[src/rtl/eth_vlg_link_ctl.sv]
// Link bring-up controller for eth_vlg: sequences DHCP attempts with watchdog, backoff,
// static fallback and lease renewal, and gates ARP/TCP on address validity.
module eth_vlg_link_ctl #(
  parameter int STARTUP_TICKS   = 125,
  parameter int DHCP_WAIT_TICKS = 1250000,
  parameter int DHCP_RETRIES    = 3,
  parameter int BACKOFF_TICKS   = 125000,
  parameter int LEASE_TICKS     = 0,
  parameter int FALLBACK_ENABLE = 1
) (
  input  logic        i_clk,
  input  logic        i_rst_n,
  input  logic [31:0] i_preferredIpv4,
  input  logic        i_renew,
  output logic        o_dhcpStart,
  input  logic        i_dhcpSuccess,
  input  logic        i_dhcpFail,
  input  logic [31:0] i_assignedIpv4,
  output logic [31:0] o_ipv4Addr,
  output logic        o_ready,
  output logic        o_error,
  output logic        o_arpRst,
  input  logic        i_tcpConnectIn,
  input  logic        i_tcpListenIn,
  output logic        o_tcpConnect,
  output logic        o_tcpListen,
  output logic [2:0]  o_tries,
  output logic [2:0]  o_state
);

  localparam int STARTUP_N = (STARTUP_TICKS < 1) ? 1 : STARTUP_TICKS;
  localparam int WAIT_N    = (DHCP_WAIT_TICKS < 1) ? 1 : DHCP_WAIT_TICKS;
  localparam int BACKOFF_N = (BACKOFF_TICKS < 1) ? 1 : BACKOFF_TICKS;
  // tries saturates at 7, so a larger retry budget is clamped to keep exhaustion reachable
  localparam int RETRY_N   = (DHCP_RETRIES < 1) ? 1 : ((DHCP_RETRIES > 7) ? 7 : DHCP_RETRIES);
  localparam int TICK_MAX0 = (STARTUP_N > WAIT_N) ? STARTUP_N : WAIT_N;
  localparam int TICK_MAX  = (TICK_MAX0 > BACKOFF_N) ? TICK_MAX0 : BACKOFF_N;
  localparam int TICK_W    = $clog2(TICK_MAX) + 1;
  localparam int LEASE_W   = $clog2(LEASE_TICKS) + 1;
  localparam int LEASE_END = (LEASE_TICKS > 0) ? LEASE_TICKS - 1 : 0;

  localparam logic [TICK_W-1:0]  STARTUP_LAST = TICK_W'(STARTUP_N - 1);
  localparam logic [TICK_W-1:0]  WAIT_LAST    = TICK_W'(WAIT_N - 1);
  localparam logic [TICK_W-1:0]  BACKOFF_LAST = TICK_W'(BACKOFF_N - 1);
  localparam logic [LEASE_W-1:0] LEASE_LAST   = LEASE_W'(LEASE_END);

  typedef enum logic [2:0] {
    ST_STARTUP  = 3'd0,
    ST_START    = 3'd1,
    ST_WAIT     = 3'd2,
    ST_BACKOFF  = 3'd3,
    ST_BOUND    = 3'd4,
    ST_FALLBACK = 3'd5,
    ST_ERROR    = 3'd6
  } state_t;

  state_t              r_state;
  logic [TICK_W-1:0]   r_tick;
  logic [LEASE_W-1:0]  r_leaseCnt;
  logic                r_bound;

  logic w_retryLeft;
  logic w_waitExpired;
  logic w_leaseDue;

  assign w_retryLeft   = (o_tries < 3'(RETRY_N));
  assign w_waitExpired = (r_tick == WAIT_LAST);
  assign w_leaseDue    = (LEASE_TICKS != 0) && (r_leaseCnt == LEASE_LAST);
  assign o_state       = r_state;

  always_ff @(posedge i_clk) begin
    if (!i_rst_n) begin
      r_state      <= ST_STARTUP;
      r_tick       <= '0;
      r_leaseCnt   <= '0;
      r_bound      <= 1'b0;
      o_dhcpStart  <= 1'b0;
      o_ipv4Addr   <= '0;
      o_ready      <= 1'b0;
      o_error      <= 1'b0;
      o_arpRst     <= 1'b1;
      o_tcpConnect <= 1'b0;
      o_tcpListen  <= 1'b0;
      o_tries      <= '0;
    end else begin
      o_dhcpStart  <= 1'b0;
      o_arpRst     <= ~o_ready;
      o_tcpConnect <= i_tcpConnectIn & o_ready;
      o_tcpListen  <= i_tcpListenIn & o_ready;

      case (r_state)
        ST_STARTUP: begin
          if (r_tick == STARTUP_LAST) begin
            r_tick  <= '0;
            r_state <= ST_START;
          end else begin
            r_tick <= r_tick + 1'b1;
          end
        end

        ST_START: begin
          o_dhcpStart <= 1'b1;
          if (o_tries != 3'd7) o_tries <= o_tries + 1'b1;
          r_tick  <= '0;
          r_state <= ST_WAIT;
        end

        ST_WAIT: begin
          r_tick <= r_tick + 1'b1;
          if (i_dhcpSuccess) begin
            r_tick     <= '0;
            o_ipv4Addr <= i_assignedIpv4;
            o_ready    <= 1'b1;
            r_bound    <= 1'b1;
            o_tries    <= '0;
            r_leaseCnt <= '0;
            r_state    <= ST_BOUND;
          end else if (i_dhcpFail || w_waitExpired) begin
            r_tick <= '0;
            if (w_retryLeft) begin
              r_state <= ST_BACKOFF;
            end else begin
              // A failed renewal keeps serving the previously bound address
              o_error <= 1'b1;
              if (r_bound) begin
                r_state <= ST_BOUND;
              end else if (FALLBACK_ENABLE != 0) begin
                o_ipv4Addr <= i_preferredIpv4;
                o_ready    <= 1'b1;
                r_state    <= ST_FALLBACK;
              end else begin
                o_ipv4Addr <= '0;
                o_ready    <= 1'b0;
                r_state    <= ST_ERROR;
              end
            end
          end
        end

        ST_BACKOFF: begin
          if (r_tick == BACKOFF_LAST) begin
            r_tick  <= '0;
            r_state <= ST_START;
          end else begin
            r_tick <= r_tick + 1'b1;
          end
        end

        ST_BOUND: begin
          o_ready <= 1'b1;
          if (i_renew || w_leaseDue) begin
            r_leaseCnt <= '0;
            o_tries    <= '0;
            r_state    <= ST_START;
          end else if (LEASE_TICKS != 0) begin
            r_leaseCnt <= r_leaseCnt + 1'b1;
          end
        end

        ST_FALLBACK: begin
          if (i_renew) begin
            o_tries <= '0;
            o_ready <= 1'b0;
            r_state <= ST_START;
          end else begin
            o_ipv4Addr <= i_preferredIpv4;
            o_ready    <= 1'b1;
          end
        end

        ST_ERROR: begin
          o_ready    <= 1'b0;
          o_ipv4Addr <= '0;
          if (i_renew) begin
            o_tries <= '0;
            r_state <= ST_START;
          end
        end

        default: r_state <= ST_STARTUP;
      endcase
    end
  end

endmodule

[config.mk]
export PLATFORM = sky130hd
export DESIGN_NAME = eth_vlg_link_ctl
export DESIGN_NICKNAME = d
export VERILOG_FILES = /design/src/rtl/eth_vlg_link_ctl.sv
export SDC_FILE = /design/constraint.sdc
export NUM_CORES = 1
export LEC_CHECK = 0
export BUFFER_PORTS_ARGS = -buffer_cell sky130_fd_sc_hd__buf_2
export CAP_MARGIN = 20
export CORE_MARGIN = 4
export CORE_UTILIZATION = 55
export CTS_BUF_LIST = sky130_fd_sc_hd__clkbuf_8
export CTS_CLUSTER_SIZE = 8
export DETAILED_ROUTE_END_ITERATION = 8
export HOLD_SLACK_MARGIN = 0.06
export PLACE_DENSITY_LB_ADDON = 0.08
export SETUP_SLACK_MARGIN = 0.02
export SYNTH_ARGS = -nofsm -noshare
export SYNTH_HDL_FRONTEND = slang
export SYNTH_SLANG_ARGS = --single-unit
[constraint.sdc]
create_clock -name i_clk -period 3.2 [get_ports i_clk]
set_input_delay 0 -clock i_clk [delete_from_list [all_inputs] [get_ports i_clk]]
set_output_delay 0 -clock i_clk [all_outputs]
set_load 0.01 [all_outputs]
Yosys cells after proc, flatten, opt, wreduce, memory -nomap -nowiden
Index checks and enable logic that the tools add are counted.
{"block": "totals", "in_bits": 71, "output_inout_bits": 44, "ff_bits": 67, "word_cells": 81}
{"block": "op_classes", "muxes": 30, "n_reduce_logical": 13, "eq_ne": 19, "n_lt_le_gt_ge": 1, "bitwise": 5, "add_sub_neg": 2}
{"cell": "two-way mux 32 bit", "n": 5}
{"cell": "case mux 32 bit (3 select lines)", "n": 1}
{"cell": "two-way mux 22 bit", "n": 4}
{"cell": "case mux 22 bit (4 select lines)", "n": 1}
{"cell": "two-way mux 3 bit", "n": 9}
{"cell": "adder 22 x 1 -> 22 bit (second input constant)", "n": 1}
{"cell": "equality test 22 x 17 -> 1 bit (second input constant)", "n": 1}
{"cell": "equality test 22 x 21 -> 1 bit (second input constant)", "n": 1}
{"cell": "equality test 22 x 7 -> 1 bit (second input constant)", "n": 1}
{"cell": "AND reduction 4 bit", "n": 4}
{"cell": "case mux 3 bit (5 select lines)", "n": 1}
{"cell": "inequality test 3 bit (second input constant)", "n": 4}
{"cell": "inequality test 2 bit (second input constant)", "n": 5}
{"cell": "equality test 3 bit (second input constant)", "n": 3}
{"cell": "case mux 3 bit (3 select lines)", "n": 1}
{"cell": "nonzero test 4 bit", "n": 2}
{"cell": "two-way mux 1 bit", "n": 7}
{"cell": "equality test 3 x 2 -> 1 bit (second input constant)", "n": 2}
{"cell": "nonzero test 3 bit", "n": 2}
{"cell": "AND reduction 5 bit", "n": 1}
{"cell": "case mux 1 bit (4 select lines)", "n": 1}
{"cell": "adder 3 x 1 -> 3 bit (second input constant)", "n": 1}
{"cell": "equality test 3 x 1 -> 1 bit (second input constant)", "n": 1}
{"cell": "logical NOT 3 bit", "n": 1}
{"cell": "7 further kinds", "n": 10}

Longest topological paths before layout
{"block": "depth", "depth_word": 5, "depth_mapped": 9, "mapped_depth_nobuf": 7}

Worst setup path after synthesis
Ideal clock, no wire load.
{"block": "synth_path", "path_kind": "register to register", "from": "register r_state[0], in the netlist o_state[0]", "to": "register r_tick[19]", "path_slack_ps": 1009, "required_time_ps": 3099, "stages_incl_launch_ff": 9, "arrival_time_ps": 2090, "period_less_slack_ps": 2191, "n_path_buf": 2, "path_cell_list": "dfxtp_1 clkbuf_1 nand2b_1 clkbuf_1 nor3_2 o211ai_1 a41o_1 or3b_2 o41ai_1"}
{"block": "synth_between", "elab_chain_len": 2, "elab_cells_between_ends": 6, "cone_classes": "eq/ne: 3; mux: 1; reduce/logical: 2"}
{"item": "start: declaration", "line": "57", "rtl": "state_t r_state;"}
{"item": "start signal: assignment", "line": "73", "rtl": "r_state <= ST_STARTUP;"}
{"item": "start signal: assignment", "line": "95", "rtl": "r_state <= ST_START;"}
{"item": "start signal: assignment", "line": "105", "rtl": "r_state <= ST_WAIT;"}
{"item": "equality test 3 x 2 -> 1 bit, or another cell as far along", "line": "91", "rtl": "case (r_state)"}
{"item": "case mux 22 bit (4 select lines) or nonzero test 4 bit (tied branches)"}
{"item": "end signal: assignment", "line": "97", "rtl": "r_tick <= r_tick + 1'b1;"}
{"item": "end signal: assignment", "line": "109", "rtl": "r_tick <= r_tick + 1'b1;"}
{"item": "end signal: assignment", "line": "145", "rtl": "r_tick <= r_tick + 1'b1;"}
{"item": "end: declaration", "line": "58", "rtl": "logic [TICK_W-1:0] r_tick;"}
Several ways; a longest one is shown, not always the timed one.
A chain may end at the register's enable or synchronous reset.

Worst setup path in the final report
{"block": "layout_path", "from": "register r_state[2], in the netlist o_state[2]", "to": "register o_ipv4Addr[0]"}
{"block": "layout_between", "elab_chain_len": 3, "elab_cells_between_ends": 10, "cone_classes": "eq/ne: 7; mux: 1; reduce/logical: 2"}
{"item": "equality test 3 x 2 -> 1 bit or equality test 3 bit (tied branches)", "line": "91"}
{"item": "inequality test 3 bit (no source line), or another cell as far along"}
{"item": "AND reduction 5 bit (no source line)"}
{"item": "end signal: assignment", "line": "112", "rtl": "o_ipv4Addr <= i_assignedIpv4;"}
{"item": "end signal: assignment", "line": "128", "rtl": "o_ipv4Addr <= i_preferredIpv4;"}
{"item": "end signal: assignment", "line": "166", "rtl": "o_ipv4Addr <= i_preferredIpv4;"}
{"item": "end: declaration", "line": "19", "rtl": "output logic [31:0] o_ipv4Addr,"}
Several ways; a longest one is shown, not always the timed one.

==> results.cfg <==
[setup_path]
cp_max_fo = 32
critical_path_class = reg2reg
worst_path_most_repeated_cell = buf_4
start_kind = flip-flop
cp_top_family = buffers and inverters
endpoint_kind = flip-flop
worstPathCellList = buf_4 -> nand2b_1 -> a21oi_2 -> buf_4 -> a22oi_1 -> dlygate4sd3_1 -> a211oi_1
crit_buf_inv = 3
slowest_delay_ps = 690
crit_arrival_ps = 2960
slowest_stage = dfxtp_1
crit_required_ps = 3430
reg2reg_setup_slack_ps = 470

[sta]
post-route-period-util_pct = 85.2
finalSetupViolations = 0
tns_ps = 0
rsz0062_at_grt = no
hold_viol = 0
worstMarginPinSlew_ps = 1060
fin_crit_ps = 2730
max_freq_mhz = 367
slew_violations = 0
finClkSkew_ps = 8.28
max-slew-margin-rel_pct = 29.3

[routing]
drc = 0
wl_per_cell_um = 17.1
vias = 3731
viasPerCell = 5.91
drt-pass1-iter-count = 5
drtIter0Drc = 213
routed_wl_um = 10800
ant_nets = 0

[floorplanning]
pin_count = 115
die_area_um2 = 7510
die_y_um = 86.6
initial_core_util_pct = 57.1
coreArea_um2 = 5960
placementRows = 28
die_w_um = 86.6

[global_route]
grt_max_degree = 65
use_met1_pct = 36.5
grt_pass1_wl_um = 17200
grt_busiest_layer = met2
grt_pass1_vias = 3522
antenna_found_initial = 0
use_met2_pct = 48.1
use_met3_pct = 6.84
grt_usage_pct = 28.8
grt-ovfl-total = 0

[logic_synthesis]
syn_inst = 389
ys_seq_elements = 67
synth_ff_type = dfxtp_1
ys_seq_area_share_pct = 39.4
syn_nets = 464
synth_cell_types = 50
ys_warn_count = 0
syn_avg_cell_area_um2 = 8.75
synth_edf_count = 0
async_flop_share_pct = 0
syn_area_um2 = 3400

[run_status]
status = completed

[final_layout]
layout-drive-gt1-share_pct = 30.8
final_cell_mix = 114 x buf_2, 67 x dfxtp_1, 60 x dlygate4sd3_1, 54 x nor2_1, 36 x a22oi_1
final_common_cell = buf_2
area_growth_pct = 40.0
antenna_cells = 0
finalNetCount = 626
stdcell_area_um2 = 4760
nFillCells = 385

[placed_design]
hpwl_um = 6040
portBuffers = 114
gp_congestion = 0.928
placed_area_um2 = 3980

[pwr]
peakVddDrop_uv = 383
p_leak_uw = 0.00196
power_frac_seq_pct = 44.6
clock_power_share_pct = 31.4
switching_share_pct = 30.9
p_comb_share_pct = 24.0
power_switching_uw = 632
powerDensity_nw_per_um2 = 430
internal_power_uw = 1420

[clock_network]
path_clk_slew_ps = 80
htreeDepth = 3
cts_sinks = 67
cts.repair.resized = 0
cts_tree = done
clk_latency_ps = 350
postCtsSetupRepairBufs = 0
clockRootBuffer = clkbuf_8
ctsHoldBuffers = 60
cts_inserted_buffers = 9
cts_buffer_depth = 2

[job]
cap_violations = 0

[worst_hold_path]
hold_class = in2reg
synth_stat cells, drive strengths merged (4+ instances only):
master | instances | area, um2
o21ai | 11 | 55.1
or3 | 9 | 56.3
nand3 | 18 | 90.1
xor2 | 4 | 35.0
nand4 | 9 | 56.3
nand2b | 5 | 31.3
inv | 7 | 26.3
and3 | 7 | 43.8
clkbuf | 20 | 75.1
nor2 | 54 | 203
ha | 4 | 50.1
dfxtp | 67 | 1340
a211oi | 34 | 395
a21oi | 11 | 55.1
nor3 | 8 | 45.0
a31oi | 6 | 37.5
buf | 8 | 66.3
nand2 | 28 | 105
a22oi | 36 | 270
cell type report:
class                      count  area [um2]  area share (%)
timing repair buffer         179        1220            25.6
clock inverter                 5        28.8           0.604
tap                           75        93.8            1.97
clock buffer                  11         151            3.18
multi-input combinational    286        1900            39.8
inverter                       8        30.0           0.630
sequential                    67        1340            28.2
worst reg2reg max path, delay by kind of cell, from the launching register on:
| kind | cells | cell delay (ps) |
|---|---|---|
| DFF | 1 | 690 |
| AOI/OAI and AO/OA | 3 | 610 |
| buffers and inverters | 3 | 1200 |
| and+or+nand+nor | 1 | 120 |
state kept, by name, indices dropped and copies added (netlist names):
name / count
o_ipv4Addr: 32
r_tick: 22
r_bound: 1
o_ready: 1
o_state: 3
o_error: 1
o_tcpListen: 1
o_tries: 3
o_dhcpStart: 1
o_arpRst: 1
o_tcpConnect: 1
power groups by stage:
stage	clock network (uW)	registers [uW]	logic [uW]
after floorplan	0	921	276
after global placement	0	928	387
after detailed placement	0	930	396
after CTS	648	911	473
after global routing	689	920	530
final	643	914	491
cell families (layout without fill, tap and decap cells):
group                      count (synthesis)  count (layout)  share of synthesized area [%]
DFF                                       67              67                           39.4
muxes                                      3               3                          0.883
xor gates and xnor gates                   7               7                           1.80
adders and majority gates                  4               4                           1.47
and+or+nand+nor                          155             155                           22.6
buffers and inverters                     36             203                           5.04
AOI/OAI and AO/OA                        117             117                           28.8
stage by stage:
stage | worst slack (ps) | hold slack, ps | util, % | cells | total power [uW]
CTS | 570 | 60.4 | 80.0 | 631 | 2030
detailed placement | 585 | 234 | 66.9 | 555 | 1330
floorplan | 1010 | 141 | - | 389 | 1200
global placement | 676 | 233 | 66.9 | 555 | 1310
finish | 474 | 77.3 | 80.0 | 631 | 2050
global route | 365 | 75.9 | 80.0 | 631 | 2140
final timing paths:
| check | startpoint | endpoint | cells after the start |
|---|---|---|---|
| hold / removal | i_preferredIpv4[30] | o_ipv4Addr[30] | 3 |
| hold reg to reg | o_ready | o_arpRst | 1 |
| setup / recovery | o_state[2] | o_ipv4Addr[0] | 7 |
| setup reg to reg | o_state[2] | o_ipv4Addr[0] | 7 |
layer usage:
metal | up-vias | wire (um)
li1 | 1773 | -
met1 | 1780 | 4490
met2 | 152 | 5310
met3 | 26 | 754
met4 | 0 | 220
met5 | - | 0
No activity file was read; power rests on OpenSTA's default activity.
